--- src/rtl/polyphonic_chime_sg.sv ---
// Multi-voice chime generator: per-voice square divider, latched key-on and
// exponential-decay envelope, summed into one saturated signed sample stream.
module polyphonic_chime_sg #(
    parameter int C_CH       = 4,
    parameter int C_DIV_W    = 8,
    parameter int C_ENV_W    = 15,
    parameter int C_ENV_INIT = 28000,
    parameter int C_OUT_W    = 16,
    localparam int CH_W      = (C_CH > 1) ? $clog2(C_CH) : 1
) (
    input  logic               CK_i,
    input  logic               ARST_i,
    input  logic               WE_i,
    input  logic [CH_W-1:0]    CH_i,
    input  logic [C_DIV_W-1:0] DIV_LENs_i,
    input  logic [1:0]         DECAY_SEL_i,
    input  logic               SOUND_ON_i,
    input  logic               EE_100KHZ_i,
    input  logic               EE_1KHZ_i,
    output logic [C_OUT_W-1:0] WAVEs_o,
    output logic [C_CH-1:0]    ACTIVEs_o
);

    localparam int SUM_W = C_ENV_W + 1 + $clog2(C_CH);
    localparam int CMP_W = ((SUM_W > C_OUT_W) ? SUM_W : C_OUT_W) + 1;
    localparam logic signed [CMP_W-1:0] SAT_MAX =
        {{(CMP_W - C_OUT_W + 1){1'b0}}, {(C_OUT_W - 1){1'b1}}};
    localparam logic signed [CMP_W-1:0] SAT_MIN = ~SAT_MAX;

    // Write port: WE_i is a single-cycle strobe with no back-pressure; every
    // strobe whose CH_i addresses an existing voice is taken in that cycle.
    logic [C_DIV_W-1:0] div_len_q [C_CH];
    logic [C_DIV_W-1:0] div_len_d [C_CH];
    logic [1:0]         dsel_q    [C_CH];
    logic [1:0]         dsel_d    [C_CH];
    logic [C_DIV_W-1:0] sq_ctr_q  [C_CH];
    logic [C_DIV_W-1:0] sq_ctr_d  [C_CH];
    logic [C_ENV_W-1:0] env_q     [C_CH];
    logic [C_ENV_W-1:0] env_d     [C_CH];
    logic [C_CH-1:0]    pend_q, pend_d;
    logic [C_CH-1:0]    pol_q, pol_d;
    logic [C_CH-1:0]    active_q, active_d;
    logic [C_OUT_W-1:0] wave_q, wave_d;

    logic                      wr_sel;
    logic [C_ENV_W-1:0]        dec;
    logic signed [C_ENV_W:0]   sample;
    logic signed [SUM_W-1:0]   acc;
    logic signed [CMP_W-1:0]   acc_ext;

    always_comb begin
        div_len_d = div_len_q;
        dsel_d    = dsel_q;
        sq_ctr_d  = sq_ctr_q;
        env_d     = env_q;
        pend_d    = pend_q;
        pol_d     = pol_q;
        active_d  = '0;
        wr_sel    = 1'b0;
        dec       = '0;
        sample    = '0;
        acc       = '0;
        for (int c = 0; c < C_CH; c++) begin
            wr_sel = WE_i && (int'(CH_i) == c);

            if (EE_100KHZ_i) begin
                if (sq_ctr_q[c] == '0) begin
                    sq_ctr_d[c] = div_len_q[c];
                    pol_d[c]    = ~pol_q[c];
                end else begin
                    sq_ctr_d[c] = sq_ctr_q[c] - C_DIV_W'(1);
                end
            end

            // Step is ENV>>shift but never below 1, so ENV always reaches 0.
            dec = env_q[c] >> (4'd7 + {2'b00, dsel_q[c]});
            if (dec == '0) begin
                dec = C_ENV_W'(1);
            end
            if (EE_1KHZ_i) begin
                if (pend_q[c]) begin
                    env_d[c]  = C_ENV_W'(C_ENV_INIT);
                    pend_d[c] = 1'b0;
                end else if (env_q[c] != '0) begin
                    env_d[c] = env_q[c] - dec;
                end
            end

            // A key-on write overrides the tick updates of the same cycle.
            if (wr_sel) begin
                div_len_d[c] = DIV_LENs_i;
                dsel_d[c]    = DECAY_SEL_i;
                if (SOUND_ON_i) begin
                    pend_d[c]   = 1'b1;
                    sq_ctr_d[c] = DIV_LENs_i;
                    pol_d[c]    = 1'b0;
                end
            end

            active_d[c] = (env_q[c] != '0) | pend_q[c];
            sample = pol_q[c] ? -$signed({1'b0, env_q[c]}) : $signed({1'b0, env_q[c]});
            acc    = acc + SUM_W'(sample);
        end

        acc_ext = CMP_W'(acc);
        if (acc_ext > SAT_MAX) begin
            wave_d = SAT_MAX[C_OUT_W-1:0];
        end else if (acc_ext < SAT_MIN) begin
            wave_d = SAT_MIN[C_OUT_W-1:0];
        end else begin
            wave_d = acc_ext[C_OUT_W-1:0];
        end
    end

    always_ff @(posedge CK_i or posedge ARST_i) begin
        if (ARST_i) begin
            for (int c = 0; c < C_CH; c++) begin
                div_len_q[c] <= '0;
                dsel_q[c]    <= '0;
                sq_ctr_q[c]  <= '0;
                env_q[c]     <= '0;
            end
            pend_q   <= '0;
            pol_q    <= '0;
            active_q <= '0;
            wave_q   <= '0;
        end else begin
            div_len_q <= div_len_d;
            dsel_q    <= dsel_d;
            sq_ctr_q  <= sq_ctr_d;
            env_q     <= env_d;
            pend_q    <= pend_d;
            pol_q     <= pol_d;
            active_q  <= active_d;
            wave_q    <= wave_d;
        end
    end

    assign WAVEs_o   = wave_q;
    assign ACTIVEs_o = active_q;

endmodule

--- config.mk ---
export PLATFORM = sky130hd
export DESIGN_NAME = polyphonic_chime_sg
export DESIGN_NICKNAME = d
export VERILOG_FILES = /design/src/rtl/polyphonic_chime_sg.sv
export SDC_FILE = /design/constraint.sdc
export NUM_CORES = 1
export LEC_CHECK = 0
export CAP_MARGIN = 20
export CORE_MARGIN = 1.5
export CORE_UTILIZATION = 40
export CTS_CLUSTER_DIAMETER = 100
export DETAILED_ROUTE_END_ITERATION = 10
export DONT_BUFFER_PORTS = 1
export GPL_TIMING_DRIVEN = 0
export PLACE_DENSITY = 0.59
export RECOVER_POWER = 25
export SLEW_MARGIN = 20
export SYNTH_ARGS = -nofsm -noshare
export SYNTH_HDL_FRONTEND = slang
export SYNTH_SLANG_ARGS = --single-unit
--- constraint.sdc ---
create_clock -name CK_i -period 5.76 [get_ports CK_i]
set_input_delay 0.864 -clock CK_i [delete_from_list [all_inputs] [get_ports CK_i]]
set_output_delay 0.864 -clock CK_i [all_outputs]
set_load 0.01 [all_outputs]
Yosys cells after proc, flatten, opt, wreduce, memory -nomap -nowiden
Index checks and enable logic that the tools add are counted.
{"block": "classes", "bitwise_logic": 8, "muxes": 62, "n_lt_le_gt_ge": 2, "eq_ne": 3, "shifts": 4, "add_sub_neg": 19, "reduce_logical": 25}
{"op": "$mux W15", "n": 12}
{"op": "$mux W8", "n": 16}
{"op": "$mux W16", "n": 6}
{"op": "$neg A15 Y16", "n": 4}
{"op": "$logic_not A15 Y1", "n": 4}
{"op": "$reduce_bool A15 Y1", "n": 4}
{"op": "$shr A15 B4 Y15", "n": 4}
{"op": "$sub A15 B15 Y15", "n": 4}
{"op": "$logic_not A8 Y1", "n": 4}
{"op": "$sub A8 B1 Y8 const B", "n": 4}
{"op": "$mux W1", "n": 28}
{"op": "$add A17 B16 Y18", "n": 1}
{"op": "$add A18 B16 Y18", "n": 1}
{"op": "$gt A18 B16 Y1 const B", "n": 1}
{"op": "$lt A18 B16 Y1 const B", "n": 1}
{"op": "$add A16 B16 Y17", "n": 1}
{"op": "$add A3 B2 Y4 const A", "n": 4}
{"op": "$reduce_and A2 Y1", "n": 4}
{"op": "$reduce_bool A2 Y1", "n": 4}
{"op": "$eq A2 B2 Y1 const B", "n": 2}
{"op": "$logic_and A1 B1 Y1", "n": 4}
{"op": "$not A1 Y1", "n": 4}
{"op": "$or A1 B1 Y1", "n": 4}
{"op": "$eq A2 B1 Y1 const B", "n": 1}
{"op": "$logic_not A2 Y1", "n": 1}
{"block": "totals", "elab_cells": 143, "inputBits": 18, "reg_bits": 160, "out_inout_bits": 20}

Longest topological paths before layout
Gate-level depths: netlist of the first run.
{"block": "depth", "ltp_word": 8, "ltp_mapped": 20, "ltp_nobuf": 18}

Worst setup path after synthesis of the first run
OpenSTA, ideal clock, no wires.
{"block": "synth_timing", "path_type": "reg-to-reg", "startpoint": "register env_q[32] (netlist name)", "endpoint": "register wave_q[9], in the netlist WAVEs_o[9]", "slack_ns": 1.074, "t_arrival_ns": 4.557, "setup_time_ns": 0.129, "path_buffers": 2, "path_stages_with_launch": 20, "required_time_ns": 5.631, "period_less_slack_ns": 4.686, "cell_sequence": "dfrtp_1 > nor3_1 > nand3_1 > or3_1 > o31ai_1 > nand2_1 > xor2_1 > fa_1 > inv_1 > fa_1 > inv_1 > ha_1 > o21ai_0 > o21ai_1 > or3b_1 > o211a_1 > buf_2 > o21bai_4 > buf_6 > o211ai_2"}
{"block": "synth_via", "elab_chain_len": 8, "word_cells_on_any_way": 9, "cone_classes": "4 x add/sub; 2 x order compare; 3 x mux"}
{"item": "start, declared", "line_no": "38", "rtl": "logic [C_ENV_W-1:0] env_q [C_CH];"}
{"item": "start signal, assigned", "line_no": "131", "rtl": "env_q <= env_d;"}
{"item": "$neg A15 Y16", "line_no": "101", "rtl": "sample = pol_q[c] ? -$signed({1'b0, env_q[c]}) : $signed({1'b0, env_q[c]});"}
{"item": "$mux W16 (*)", "line_no": "101"}
{"item": "$add A16 B16 Y17 (*)", "line_no": "102", "rtl": "acc = acc + SUM_W'(sample);"}
{"item": "$add A17 B16 Y18 (*)", "line_no": "102"}
{"item": "$add A18 B16 Y18 (*)", "line_no": "102"}
{"item": "$lt A18 B16 Y1", "line_no": "108", "rtl": "end else if (acc_ext < SAT_MIN) begin"}
{"item": "$mux W16", "line_no": "108"}
{"item": "$mux W16 (*)", "line_no": "106", "rtl": "if (acc_ext > SAT_MAX) begin"}
{"item": "via wave_d[9]", "line_no": "43", "rtl": "logic [C_OUT_W-1:0] wave_q, wave_d;"}
{"item": "end signal, assigned", "line_no": "135", "rtl": "wave_q <= wave_d;"}
{"item": "end, declared", "line_no": "43"}
Mark *: on every way through the listed nets, which the timed path passes. The rest lies on a longest branch.
A chain may end at the register's enable or synchronous reset.

Worst setup path after layout of the first run
{"block": "layout_timing", "startpoint": "register env_q[3] (netlist name)", "endpoint": "register wave_q[7], in the netlist WAVEs_o[7]"}
{"block": "layout_via", "elab_chain_len": 6, "word_cells_on_any_way": 7, "cone_classes": "2 x add/sub; 2 x order compare; 3 x mux"}
{"item": "$neg A15 Y16", "line_no": "101"}
{"item": "$mux W16 (*)", "line_no": "101"}
{"item": "$add A18 B16 Y18 (*)", "line_no": "102"}
{"item": "$lt A18 B16 Y1", "line_no": "108"}
{"item": "$mux W16", "line_no": "108"}
{"item": "$mux W16 (*)", "line_no": "106"}
{"item": "via wave_d[7]", "line_no": "43"}
Marks and branches as above.

==> summary.txt, run 1 <==
Synth
  • Post-synthesis register bit count: 160
  • Post-synth EDFFs: 0
  • Ys Warns: 0
  • Top post-synthesis cells by area: dfrtp_1 33%, nand2_1 6.3%, ha_1 6.2%
  • Syn Nets: roughly 1500
  • Most frequent cells after synthesis: 205 x nand2_1, 160 x dfrtp_1, 110 x inv_1, 87 x o21ai_0, 79 x xnor2_1
  • Post-synth ARST share: 1.000
  • Synth Cell Area: 12290 sq um
  • Synth cell types: 72
  • Syn Area/Cell: 8.765 sq um
  • Sequential fraction of the synthesis area: 0.3258
  • Synthesized instance count: 1402
  • Post-synth top area cell: dfrtp_1
  • Post-synth top area share: 0.3258
  • Most common cell in the netlist: nand2_1
  • Ys flop type: dfrtp_1

Clock tree
  • Clk slew on worst S/H paths: 0.07 ns
  • Post-CTS Resized: 0
  • Longest Clk Path Bufs: 2
  • Clk Latency, worst-skew pair: around 0.45 ns
  • H-tree depth: 4
  • Setup bufs post-CTS: 0
  • Cts hold-fix bufs: 0
  • Root Buffer: clkbuf_16
  • TritonCTS buffer count: 17
  • CTS Sinks: 160
  • CTS tree: yes

Timing
  • Worst slew pin tran: 3.869 ns
  • Tmin final: 5.172 ns
  • Worst Skew: between 0.015 and 0.02 ns
  • Final setup fails: 0
  • Fin Setup TNS: 0 ns
  • Final Hold Vio Count: 0
  • Period utilization: 0.8980
  • Max Clk Rate: 193.3 MHz
  • Slew Limit Fails: 83
  • Worst slew margin: -1.593
  • RSZ-0062 raised after global routing: false

Setup path
  • Arr. time, crit path: 5.49 ns
  • Slowest CP cell: or4_4
  • Crit path max fanout: 10
  • Most used cell, CP: fa_1
  • CP startpoint kind: register
  • Critical Path, Cell by Cell: nor4_1 > nand4bb_1 > nand2b_1 > o31ai_1 > xor2_1 > fa_1 > fa_1 > inv_1 > ha_1 > a21oi_1 > o21ai_0 > or4_4 > o211ai_4 > a21boi_2 > buf_6 > a21oi_2
  • WS Path Type: register to register
  • Worst setup EP type: register
  • Critical path data required time: 6.08 ns
  • Slowest cell delay on critical path: between 0.5 and 0.6 ns

Finish
  • Share of cells above drive strength 1: 0.09338
  • Nets: 1538
  • N_diodes: 0
  • Area delta synth->final: 8.838%
  • Fin util: 0.4465

Run status
  • Status: finished with violations
  • Failing checks: max-capacitance violations, max-slew violations

Floorplanning
  • DIE AREA: 31780 sq um
  • IO Pins: 38
  • Core area: ~30000 sq um
  • Die H: 178.3 um
  • Chip width: 178.3 um
  • Initial core utilization: 0.4102
  • Row cnt: 63

Detailed routing
  • Drt first-iter violations: approximately 600
  • Via count: 9817
  • Drt total wl: 30630 um
  • DR vias/cell: 5.379
  • Routed WL per cell: about 17 um
  • DRC: 0
  • DR pass1 iterations: 5
  • Detail Route Antenna Nets: 0

Place
  • I/O Buffers: 0
  • DPL Wire Length: 22890 um
  • Routability cong.: 0.9001

Global route
  • Vias in the first global route: ~9800
  • Largest net degree at the start of global routing: 84
  • Initial antenna violation count: 0
  • Gr usage total: 0.2054
  • First-pass GRT wire length: 51090 um
  • Total congestion overflow: 0

Job
  • Max-cap violations: 1

Worst hold path
  • HP Class: register to register
placed cells by master (no fill, tap or decap), drive strengths merged, types with 8 or more instances in the layout:
master  netlist  final
mux2         49     49
a22oi        12     12
mux2i        25     25
a21o          9      9
buf          22     23
fa           37     37
a211oi        8      8
dfrtp       160    160
clkbuf       49     68
nand3        25     25
xnor2        79     79
nor4         13     13
o21bai        9      9
nor2         69     69
a31oi        10     10
and3          9      9
ha           61     61
o211ai       12     12
a21oi        86     86
nand3b       11     11
nand2b       27     27
o21a         10     10
nand2       205    205
nor3         21     21
o31ai        35     35
or3          16     16
inv         110    114
xor2         36     36
nor2b         9      9
o21ai       114    114
critical path: cells and delay by family, from the launching register on:
kind                     cells  cell delay (ns)
AO/OA/AOI/OAI                6             1.21
XOR/XNOR                     1             0.23
adder cells (fa/ha/maj)      3             1.33
buffers and inverters        2             0.23
flip-flops                   1             0.47
AND/OR/NAND/NOR              4             1.58
path summary, 6_finish.rpt:
kind                                     from             to  slack, ns  depth (start not counted)
max in group asynchronous              ARST_i     WAVEs_o[4]       2.54                          1
worst min-delay path            div_len_q[15]  div_len_q[15]       0.48                          2
worst min register to register  div_len_q[15]  div_len_q[15]       0.48                          2
worst max-delay path                 env_q[3]     WAVEs_o[7]       0.59                         16
worst max register to register       env_q[3]     WAVEs_o[7]       0.59                         16
min in group asynchronous              ARST_i   div_len_q[0]       1.46                          1
layout make-up:
type | count | area (sq um)
buffer | 71 | 300.3
inverter | 110 | 414.1
tap | 390 | 488.0
multi-input combinational | 1061 | 7571
sequential | 160 | 4004
clock buffer | 19 | 442.9
timing repair buffer | 1 | 27.53
clock inverter | 13 | 126.4
fill | 2976 | 16580
registers in the layout, summed over array words and instances, names as in the netlist:
signal     flops
env_q         60
div_len_q     32
sq_ctr_q      32
WAVEs_o       16
dsel_q         8
ACTIVEs_o      4
pend_q         4
pol_q          4
per-stage QoR:
step | std cells | instance area, sq um | setup slack, ns | hold slack (ns)
after global routing | 1825 | 13370 | 0.2915 | 0.4868
after floorplan | 1402 | 12290 | 0.5761 | 0.4404
after global placement | 1792 | 12780 | -1.570 | 0.4603
after detailed placement | 1793 | 12810 | 0.6539 | 0.4610
final | 1825 | 13370 | 0.5876 | 0.4787
after CTS | 1825 | 13380 | 0.5844 | 0.3831
per-layer routing:
layer	track usage	vias to the layer above	wire length, um
met5	0	-	0
met4	0.05278	0	464
met3	0.03090	26	1151
met2	0.3512	205	14670
met1	0.2712	4705	14350
li1	-	4881	-
cells by family after synthesis:
group,after synthesis,synth area share
and+or+nand+nor,433,0.1666
AOI/OAI and AO/OA,341,0.1793
buffers and inverters,181,0.05804
DFF,160,0.3258
xor gates and xnor gates,115,0.08258
adders and majority gates,98,0.1224
muxes,74,0.06527
Power of run 1 is not shown: default switching activity piles up to over one toggle a cycle in this logic, so the estimate is an artifact.
==> inputs of run 2 (changes only) <==
--- a/config.mk
+++ b/config.mk
@@ -8,7 +8,7 @@
 export CAP_MARGIN = 20
 export CORE_MARGIN = 1.5
 export CORE_UTILIZATION = 40
-export CTS_CLUSTER_DIAMETER = 100
+export CTS_CLUSTER_DIAMETER = 30
 export DETAILED_ROUTE_END_ITERATION = 10
 export DONT_BUFFER_PORTS = 1
 export GPL_TIMING_DRIVEN = 0
==> results of run 2 <==
The final DEF is identical to that of run 1; final timing and power are the same.
Power of run 2 is left out for the same reason.
==> inputs of run 3 (changes only) <==
--- a/config.mk
+++ b/config.mk
@@ -6,6 +6,7 @@
 export NUM_CORES = 1
 export LEC_CHECK = 0
 export CAP_MARGIN = 20
+export CORE_ASPECT_RATIO = 1.2
 export CORE_MARGIN = 1.5
 export CORE_UTILIZATION = 40
 export CTS_CLUSTER_DIAMETER = 30
==> run 3 against run 2 <==
  * The flow still finishes with violations (max-capacitance violations, max-slew violations)
  * Critical path depth is the same
  * First-iteration DRC count shrank 5.8%
  * Utilization shrank 0.56 points
  * Final cell count grew 0.33%
  * Worst setup slack lost 0.049 ns
  * Flip-flop and latch count is the same
  * Clock skew shrank 0.0055 ns
  * Via count shrank 0.45%
  * Non-clock buffer count is the same
  * Wire length grew 0.74%
  * Highest routed layer unchanged
==> summary.txt, run 3 (synthesis gave the netlist of run 1 again) <==
Timing
  • Slew Limit Fails: 163
  • Final setup fails: 0
  • Tmin final: 5.221 ns
  • Worst Skew: 0.01419 ns
  • Worst slew margin: -0.9461
  • Max Clk Rate: 191.5 MHz
  • Period utilization: 0.9064
  • Worst slew pin tran: 2.903 ns
  • RSZ-0062 raised after global routing: false
  • Final Hold Vio Count: 0
  • Fin Setup TNS: 0 ns

Clock tree
  • Post-CTS Resized: 0
  • CTS Sinks: 160
  • Clk slew on worst S/H paths: about 0.08 ns
  • H-tree depth: 4
  • Setup bufs post-CTS: 0
  • Cts hold-fix bufs: 0
  • Longest Clk Path Bufs: 2
  • Clk Latency, worst-skew pair: between 0.4 and 0.5 ns
  • Root Buffer: clkbuf_16
  • CTS tree: yes
  • TritonCTS buffer count: 17

Job
  • Max-cap violations: 2

Setup path
  • Worst r2r dst: WAVEs_o[10]
  • WS Path Type: register to register
  • R2r setup slk: 0.54 ns
  • CP startpoint kind: register
  • Arr. time, crit path: 5.55 ns
  • Critical path data required time: 6.09 ns
  • FF-to-FF path depth: 16
  • Crit path max fanout: 10
  • R2r startpoint: env_q[3]
  • Worst setup EP type: register

Worst hold path
  • HP Class: register to register
  • Worst Min Path Start: div_len_q[14]
  • Hold path depth: 2
  • End of the worst hold path: div_len_q[14]

Place
  • I/O Buffers: 0
  • DPL Wire Length: ~23000 um
  • Area after DPL: 12820 sq um
  • Routability cong.: between 0.8 and 0.9
  • Inst Count DP: 1799

Finish
  • Nets: 1538
  • Biggest register: env_q
  • Commonest non-fill, non-tap cell in the layout: nand2_1
  • N_diodes: 0
  • Post-route insts no fill: between 1500 and 2000
  • Finished Cell Area: 13400 sq um
  • Fin util: 0.4409
  • Commonest non-fill, non-tap cells in the layout: 205 x nand2_1, 160 x dfrtp_1, 109 x inv_1
  • Max reg flops: 60
  • Fill cells: around 3000
  • Biggest regs: env_q x60, div_len_q x32, sq_ctr_q x32
  • Share of cells above drive strength 1: 0.09408
  • Area delta synth->final: 9.052%

Detailed routing
  • Routed WL per cell: about 17 um
  • Detail Route Antenna Nets: 0
  • Drt first-iter violations: approximately 570
  • Via count: 9773
  • Drt total wl: 30850 um
  • DRC: 0
  • DR pass1 iterations: 5
  • DR vias/cell: 5.338

Floorplanning
  • Die H: 195 um
  • IO Pins: 38
  • Row cnt: 70
  • DIE AREA: 31790 sq um
  • Chip width: roughly 160 um
  • Core area: a little over 30000 sq um
  • Initial core utilization: 0.4043

Global route
  • Initial antenna violation count: 0
  • Largest net degree at the start of global routing: 98
  • Gr usage total: 0.2030
  • Vias in the first global route: 9700
  • First-pass GRT wire length: 50670 um
  • Total congestion overflow: 0

Run status
  • Failing checks: max-capacitance violations, max-slew violations
  • Status: finished with violations
run 3: cell types whose count changed in the layout (fill, tap and decap cells not counted):
cell | previous run | this run
clkinv_8 | 0 | 5
clkinv_2 | 2 | 1
clkbuf_1 | 50 | 49
inv_8 | 1 | 5
clkbuf_8 | 1 | 0
clkbuf_2 | 0 | 1
clkinv_4 | 2 | 1
bufinv_16 | 1 | 0
inv_12 | 0 | 1
clkinvlp_4 | 3 | 0
buf_16 | 1 | 0
inv_6 | 4 | 2
run 3: final cells by class:
class | instances | area [sq um] | share of cell area
multi-input cells | 1061 | 7571 | 0.5650
flip-flops and latches | 160 | 4004 | 0.2988
clock buffers | 17 | 425.4 | 0.03175
inverters | 110 | 414.1 | 0.03091
repair buffers | 1 | 5.005 | 0.0003735
plain buffers | 71 | 300.3 | 0.02241
clock inverters | 15 | 185.2 | 0.01382
well taps | 396 | 495.5 | 0.03697
run 3: worst max-delay path: stages, from the launching register on:
cell and delay [ns]:
dfrtp_1 0.48, nor4_1 0.48, nand4bb_1 0.29, nand2b_1 0.26
o31ai_1 0.29, xor2_1 0.25, fa_1 0.45, fa_1 0.54
inv_1 0.04, ha_1 0.34, a21oi_1 0.25, o21ai_0 0.20
or4_4 0.56, o211ai_4 0.16, a21boi_2 0.26, buf_6 0.19
a21oi_2 0.05
run 3: metal layers:
metal,vias to the layer above,track usage,share of wire
met1,4677,0.2477,0.44
met2,169,0.3573,0.50
li1,4890,-,-
met5,-,0,0
met3,37,0.03080,0.029
met4,0,0.07747,0.030
run 3: stage by stage:
stage	setup WS (ns)	hold slack [ns]
global placement	-1.489	0.4565
CTS	0.5644	0.3111
detailed placement	0.6215	0.4606
global route	0.2196	0.4868
floorplan	0.5761	0.4404
finish	0.5390	0.4789
run 3: how the worst max path moves through the flow:
stage	from	to	slack, ns
after floorplan	ARST_i	ACTIVEs_o[0]	0.58
after global placement	ARST_i	env_q[20]	-1.49
after detailed placement	env_q[47]	WAVEs_o[10]	0.62
after CTS	env_q[3]	WAVEs_o[10]	0.56
after global routing	env_q[3]	WAVEs_o[10]	0.22
final	env_q[3]	WAVEs_o[10]	0.54
Power of run 3 is left out for the same reason.
